--- src/rtl/subtractor_serial4.sv ---
// rtl/subtractor_serial4.sv - bit-serial a - b, LSB first, one borrow FF; optional SUB_OVF_EN adds signed overflow flag
module subtractor_serial4 #(
   parameter int WIDTH = 4
) (
   input  logic             clk,
   input  logic             rst,
   input  logic             start,
   input  logic [WIDTH-1:0] a,
   input  logic [WIDTH-1:0] b,
   output logic [WIDTH-1:0] q,
   output logic             borrow,
   output logic             busy,
   output logic             done
`ifdef SUB_OVF_EN
   ,
   output logic             ovf
`endif
);

   localparam int CW = $clog2(WIDTH);
   localparam logic [CW-1:0] LAST = CW'(WIDTH - 1);

   typedef enum logic [1:0] {
      S_IDLE = 2'd0,
      S_RUN  = 2'd1,
      S_DONE = 2'd2
   } state_t;

   state_t           r_state;
   state_t           w_next;

   logic [WIDTH-1:0] r_a;
   logic [WIDTH-1:0] r_b;
   logic [WIDTH-1:0] r_q;
   logic [CW-1:0]    r_cnt;
   logic             r_bf;
   logic             r_borrow;

   logic             w_accept;
   logic             w_last;
   logic             w_d;
   logic             w_bf_next;

`ifdef SUB_OVF_EN
   logic             r_a_msb;
   logic             r_b_msb;
   logic             r_ovf;
`endif

   // one full-subtractor bit slice fed by the low bits of the operand shifters
   assign w_d       = r_a[0] ^ r_b[0] ^ r_bf;
   assign w_bf_next = (~r_a[0] & r_b[0]) | (~(r_a[0] ^ r_b[0]) & r_bf);
   assign w_accept  = (r_state == S_IDLE) && start;
   assign w_last    = (r_state == S_RUN) && (r_cnt == LAST);

   // state register
   always_ff @(posedge clk or posedge rst) begin
      if (rst) begin
         r_state <= S_IDLE;
      end else begin
         r_state <= w_next;
      end
   end

   // next-state decode: start only honoured in IDLE, so restarts while busy are dropped
   always_comb begin
      w_next = r_state;
      case (r_state)
         S_IDLE:  w_next = start ? S_RUN : S_IDLE;
         S_RUN:   w_next = (r_cnt == LAST) ? S_DONE : S_RUN;
         S_DONE:  w_next = S_IDLE;
         default: w_next = S_IDLE;
      endcase
   end

   // status outputs decoded from state; done is high only for the single DONE cycle
   always_comb begin
      busy = 1'b0;
      done = 1'b0;
      case (r_state)
         S_RUN:   busy = 1'b1;
         S_DONE:  begin
            busy = 1'b1;
            done = 1'b1;
         end
         default: begin
            busy = 1'b0;
            done = 1'b0;
         end
      endcase
   end

   // datapath: latch operands on accept, then shift one difference bit per RUN cycle
   always_ff @(posedge clk or posedge rst) begin
      if (rst) begin
         r_a      <= '0;
         r_b      <= '0;
         r_q      <= '0;
         r_cnt    <= '0;
         r_bf     <= 1'b0;
         r_borrow <= 1'b0;
`ifdef SUB_OVF_EN
         r_a_msb  <= 1'b0;
         r_b_msb  <= 1'b0;
         r_ovf    <= 1'b0;
`endif
      end else if (w_accept) begin
         r_a      <= a;
         r_b      <= b;
         r_bf     <= 1'b0;
         r_cnt    <= '0;
`ifdef SUB_OVF_EN
         r_a_msb  <= a[WIDTH-1];
         r_b_msb  <= b[WIDTH-1];
`endif
      end else if (r_state == S_RUN) begin
         r_q   <= {w_d, r_q[WIDTH-1:1]};
         r_a   <= r_a >> 1;
         r_b   <= r_b >> 1;
         r_bf  <= w_bf_next;
         r_cnt <= r_cnt + CW'(1);
         if (w_last) begin
            // the last slice produces the result MSB, so flags settle together with q
            r_borrow <= w_bf_next;
`ifdef SUB_OVF_EN
            r_ovf    <= (r_a_msb ^ r_b_msb) & (w_d ^ r_a_msb);
`endif
         end
      end
   end

   assign q      = r_q;
   assign borrow = r_borrow;
`ifdef SUB_OVF_EN
   assign ovf    = r_ovf;
`endif

endmodule

--- config.mk ---
export PLATFORM = sky130hd
export DESIGN_NAME = subtractor_serial4
export DESIGN_NICKNAME = d
export VERILOG_FILES = /design/src/rtl/subtractor_serial4.sv
export SDC_FILE = /design/constraint.sdc
export NUM_CORES = 1
export LEC_CHECK = 0
export CELL_PAD_IN_SITES_DETAIL_PLACEMENT = 1
export CELL_PAD_IN_SITES_GLOBAL_PLACEMENT = 1
export CORE_MARGIN = 3
export CORE_UTILIZATION = 42
export DETAILED_ROUTE_END_ITERATION = 8
export GPL_TIMING_DRIVEN = 0
export PLACE_DENSITY_LB_ADDON = 0.1
export SETUP_SLACK_MARGIN = 0.4
export SYNTH_ARGS = -nofsm -noshare
export SYNTH_HDL_FRONTEND = slang
export SYNTH_SLANG_ARGS = --single-unit
--- constraint.sdc ---
create_clock -name clk -period 2.1 [get_ports clk]
set_clock_uncertainty 0.1 [all_clocks]
set_input_delay 0.315 -clock clk [delete_from_list [all_inputs] [get_ports clk]]
set_output_delay 0.315 -clock clk [all_outputs]
set_load 0.05 [all_outputs]
==> flow_results.org <==
** Status
- The run finished with clean final reports.

** Routing
- The detailed router finished its first iteration with 2 violations.
- Average vias per placed instance :: 5.01
- First-pass iteration count of the detailed router :: 2
- Antenna-violating nets left :: 0
- DRC violations left :: 0
- DR vias :: 626
- Summed over all layers, the routed wires come to 1750 microns.
- Avg WL per Cell :: 14.0 microns

** Cells and area
- At the end of the flow the core is filled with cells to 0.563.
- 0 antenna diodes ended up in the layout.
- Synth-to-layout area growth :: 24.8%
- In the final layout, the share of cells above drive strength 1 is 0.184.
- Final Net Count :: 117

** Power and ir drop
- Proportion of total power due to net switching :: 0.434
- VDD sags by at most 0.662 mV.
- The share of total power dissipated in combinational logic is 0.563.
- In this run the static leakage power is 0.529 nW.
- The share of total power dissipated in sequential elements is 0.340.
- In this run the power spent charging and discharging nets is 0.000775 W.
- Internal power :: 0.00101 W
- Cell Pwr Density :: 1600 nW/um^2
- Power share of the clock group :: 0.097
- Final Total Pwr :: 0.00179 W

** Yosys
- Number of instances in the synthesized netlist :: 77
- Post-synthesis sequential element count :: 18
- Post-synthesis net count :: 94
- Number of distinct library cells after synthesis :: 21
- The cell area that synthesis handed to floorplanning was 895 sq um.
- During synthesis, Yosys emitted a total of 0 warnings.
- Mean Syn Cell Area :: 11.6 sq um
- Of the synthesized area, sequential elements account for 0.503.

** Worst setup path
- STA classifies the critical path endpoint as an output pin.
- Together, buffers and inverters on the worst path number 2.
- On the worst path, the slowest cell contributes a delay of 380 ps.
- Kind of start point of the critical path :: flip-flop
- Critical-path cell list :: inv_1 > ha_1 > buf_4
- R2r setup slk :: 590 ps
- Crit Path Max Fanout :: 3
- CP top delay family :: flip-flops
- STA puts the critical path data arrival time at 1230 ps.
- Tracing the worst setup path back leads to its startpoint at r_state[0].
- End of the worst register-to-register path :: q[1]
- Counting cells, the worst reg-to-reg path comes to 5.
- Data on the critical path is required at its endpoint by 1680 ps.
- The startpoint identified for the worst register-to-register timing path is r_state[0].
- Among all stages on the critical path, the largest delay is contributed by sky130_fd_sc_hd__dfrtp_1.
- Worst Path Class, Setup :: flip-flop to output pin

** Clock network
- Clock latency on the worst-skew pair, taken at its later pin, is 300 ps.
- Cts bufs inserted :: 3
- CTS built an H-tree with a depth of 1.
- Clock tree from TritonCTS :: built
- Number of clock sinks :: 18
- The root buffer cell chosen for the clock tree is sky130_fd_sc_hd__clkbuf_4.
- # hold bufs at CTS :: 0
- Clock-pin slew was measured on the worst setup and hold paths at 100 ps.
- The clock passes through at most 2 buffers.

** Timing
- The clock period could shrink to 1640 ps.
- Of the available clock period, the critical path in the final layout requires 0.783.
- Final hold violation count :: 0
- Setup repair after global routing could not meet its margin everywhere.
- Timing would allow up to 608 MHz.
- The number of max-slew violations in the final report is 0.
- Setup total negative slack on the finished layout was measured at 0 ps.
- Setup violations remaining at the end of the flow were counted as 0.
- In this run the tightest slew margin relative to its limit is 0.550.
- Worst slew pin tran :: 674 ps

** Floorplan
- Std-Cell Core Area :: 1980 sq um
- In this run the core area contains 16 standard-cell rows.
- For this configuration, the core starts out at a cell density of 0.451.
- Die height :: 52.2 microns
- Die extent in x :: 52.2 microns
- The die covers 2720 sq um.
- Number of ports placed on the die boundary :: 18

** Global route
- Number of global-route vias before repair :: 663
- Entering global routing, the biggest net connects 19 pins.
- Global-route wire length before repair :: 2970 microns
- Final global-route overflow total :: 0
- For this run, the total global-route usage over all layers was measured as 0.154.
- The initial antenna violation count was 0.

** Place
- Routability congestion estimate from global placement :: 0.675
- Input and output buffers added on the ports amount to 17.
- Summed over all nets, the half-perimeter wirelength after detailed placement is 1280 microns.

** Worst hold path
- The min-delay analysis places its worst path in the category input pin to asynchronous set/reset pin.

** Job
- # Max-Cap Violations :: 0
[worst register-to-register path: cells and delay by family (launching register included)]
family / cells / cell delay, ps
muxes: 1 / 310
DFF: 1 / 400
and+or+nand+nor: 2 / 310
buffers and inverters: 1 / 90
adders and majority gates: 1 / 180
[worst max-delay path by stage]
stage / cells after the start / end / slack (ps)
2_1_floorplan: 5 / q[0] / 690
3_3_place_gp: 3 / busy / 210
3_5_place_dp: 3 / busy / 170
4_1_cts: 3 / busy / 270
5_1_grt: 3 / busy / 390
6_report: 3 / busy / 460
[through the flow]
step / hold slack (ps) / instance area (sq um) / cells / setup slack (ps)
floorplan: 154 / 895 / 77 / 688
global placement: 395 / 1100 / 121 / 207
detailed placement: 425 / 1100 / 121 / 175
CTS: 342 / 1110 / 124 / 266
global route: 356 / 1120 / 125 / 386
finish: 314 / 1120 / 125 / 456
[registers in the layout (all words and copies together) (netlist names)]
register and cells:
r_cnt 2, r_b 4, r_a 4, borrow 1, r_bf 1, q 4, r_state 2
[placed cells by master (no fill, tap or decap)]
cell and n:
sky130_fd_sc_hd__a21oi_1 1, sky130_fd_sc_hd__nand2b_4 1, sky130_fd_sc_hd__a211oi_1 1, sky130_fd_sc_hd__fa_1 1
sky130_fd_sc_hd__nand2_1 8, sky130_fd_sc_hd__and2_4 1, sky130_fd_sc_hd__buf_6 2, sky130_fd_sc_hd__buf_4 2
sky130_fd_sc_hd__clkbuf_4 3, sky130_fd_sc_hd__xnor2_1 1, sky130_fd_sc_hd__inv_2 1, sky130_fd_sc_hd__dlygate4sd2_1 4
sky130_fd_sc_hd__mux2i_1 7, sky130_fd_sc_hd__o21ai_0 9, sky130_fd_sc_hd__ha_1 5, sky130_fd_sc_hd__buf_2 3
sky130_fd_sc_hd__nand3_2 1, sky130_fd_sc_hd__inv_1 5, sky130_fd_sc_hd__nor2_1 4, sky130_fd_sc_hd__dfrtp_1 18
sky130_fd_sc_hd__o31ai_1 1, sky130_fd_sc_hd__clkdlybuf4s15_1 1, sky130_fd_sc_hd__clkdlybuf4s50_1 10, sky130_fd_sc_hd__a31oi_1 1
sky130_fd_sc_hd__mux2_4 4, sky130_fd_sc_hd__and2_1 1, sky130_fd_sc_hd__nand2b_1 2
[cell families after synthesis]
kind of cell	synth area share
flip-flops	0.503
AND/OR/NAND/NOR	0.108
XOR/XNOR	0.00979
adder cells (fa/ha/maj)	0.0923
buffers and inverters	0.0615
multiplexers	0.145
AO/OA/AOI/OAI	0.0797
[timing repair]
item / 4_1_cts / 5_1_grt
resized for setup: 13 / 6
setup endpoints to repair: 7 / 3
buffers inserted: 0 / 1
[Yosys cell counts]
cell type / number / area share
sky130_fd_sc_hd__o31ai_1: 1 / 0.0084
sky130_fd_sc_hd__mux2_4: 4 / 0.067
sky130_fd_sc_hd__xnor2_1: 1 / 0.0098
sky130_fd_sc_hd__mux2i_1: 7 / 0.078
sky130_fd_sc_hd__fa_1: 1 / 0.022
sky130_fd_sc_hd__and2_4: 1 / 0.0098
sky130_fd_sc_hd__ha_1: 5 / 0.070
sky130_fd_sc_hd__nand3_2: 1 / 0.011
sky130_fd_sc_hd__buf_6: 2 / 0.025
sky130_fd_sc_hd__buf_2: 2 / 0.011
sky130_fd_sc_hd__a21oi_1: 1 / 0.0056
sky130_fd_sc_hd__dfrtp_1: 18 / 0.50
sky130_fd_sc_hd__o21ai_0: 9 / 0.050
sky130_fd_sc_hd__nand2b_4: 1 / 0.015
sky130_fd_sc_hd__nand2_1: 8 / 0.034
sky130_fd_sc_hd__inv_1: 6 / 0.025
sky130_fd_sc_hd__a31oi_1: 1 / 0.0070
sky130_fd_sc_hd__nand2b_1: 2 / 0.014
sky130_fd_sc_hd__nor2_1: 4 / 0.017
sky130_fd_sc_hd__and2_1: 1 / 0.0070
sky130_fd_sc_hd__a211oi_1: 1 / 0.0084
[per-layer routing]
layer | wire length [microns] | track usage
met1 | 729 | 0.179
met2 | 900 | 0.264
met3 | 72 | 0.0258
met4 | 42 | 0.0894
met5 | 0 | 0
[layout make-up]
type | count | area [sq um]
Clock buffer | 3 | 22.5
Timing Repair Buffer | 18 | 165
Tap cell | 27 | 33.8
Multi-Input combinational cell | 49 | 389
Fill cell | 218 | 866
Sequential cell | 18 | 450
Buffer | 4 | 32.5
Inverter | 6 | 22.5
[power groups by stage]
stage	clock network, W	registers (W)	logic [W]
after floorplan	0	0.000764	0.000617
after global placement	0	0.000606	0.000996
after detailed placement	0	0.000621	0.00104
after CTS	0.000181	0.000611	0.00101
after global routing	0.000202	0.000628	0.00109
final	0.000173	0.000607	0.00101
Power figures use the tool's default switching activity.
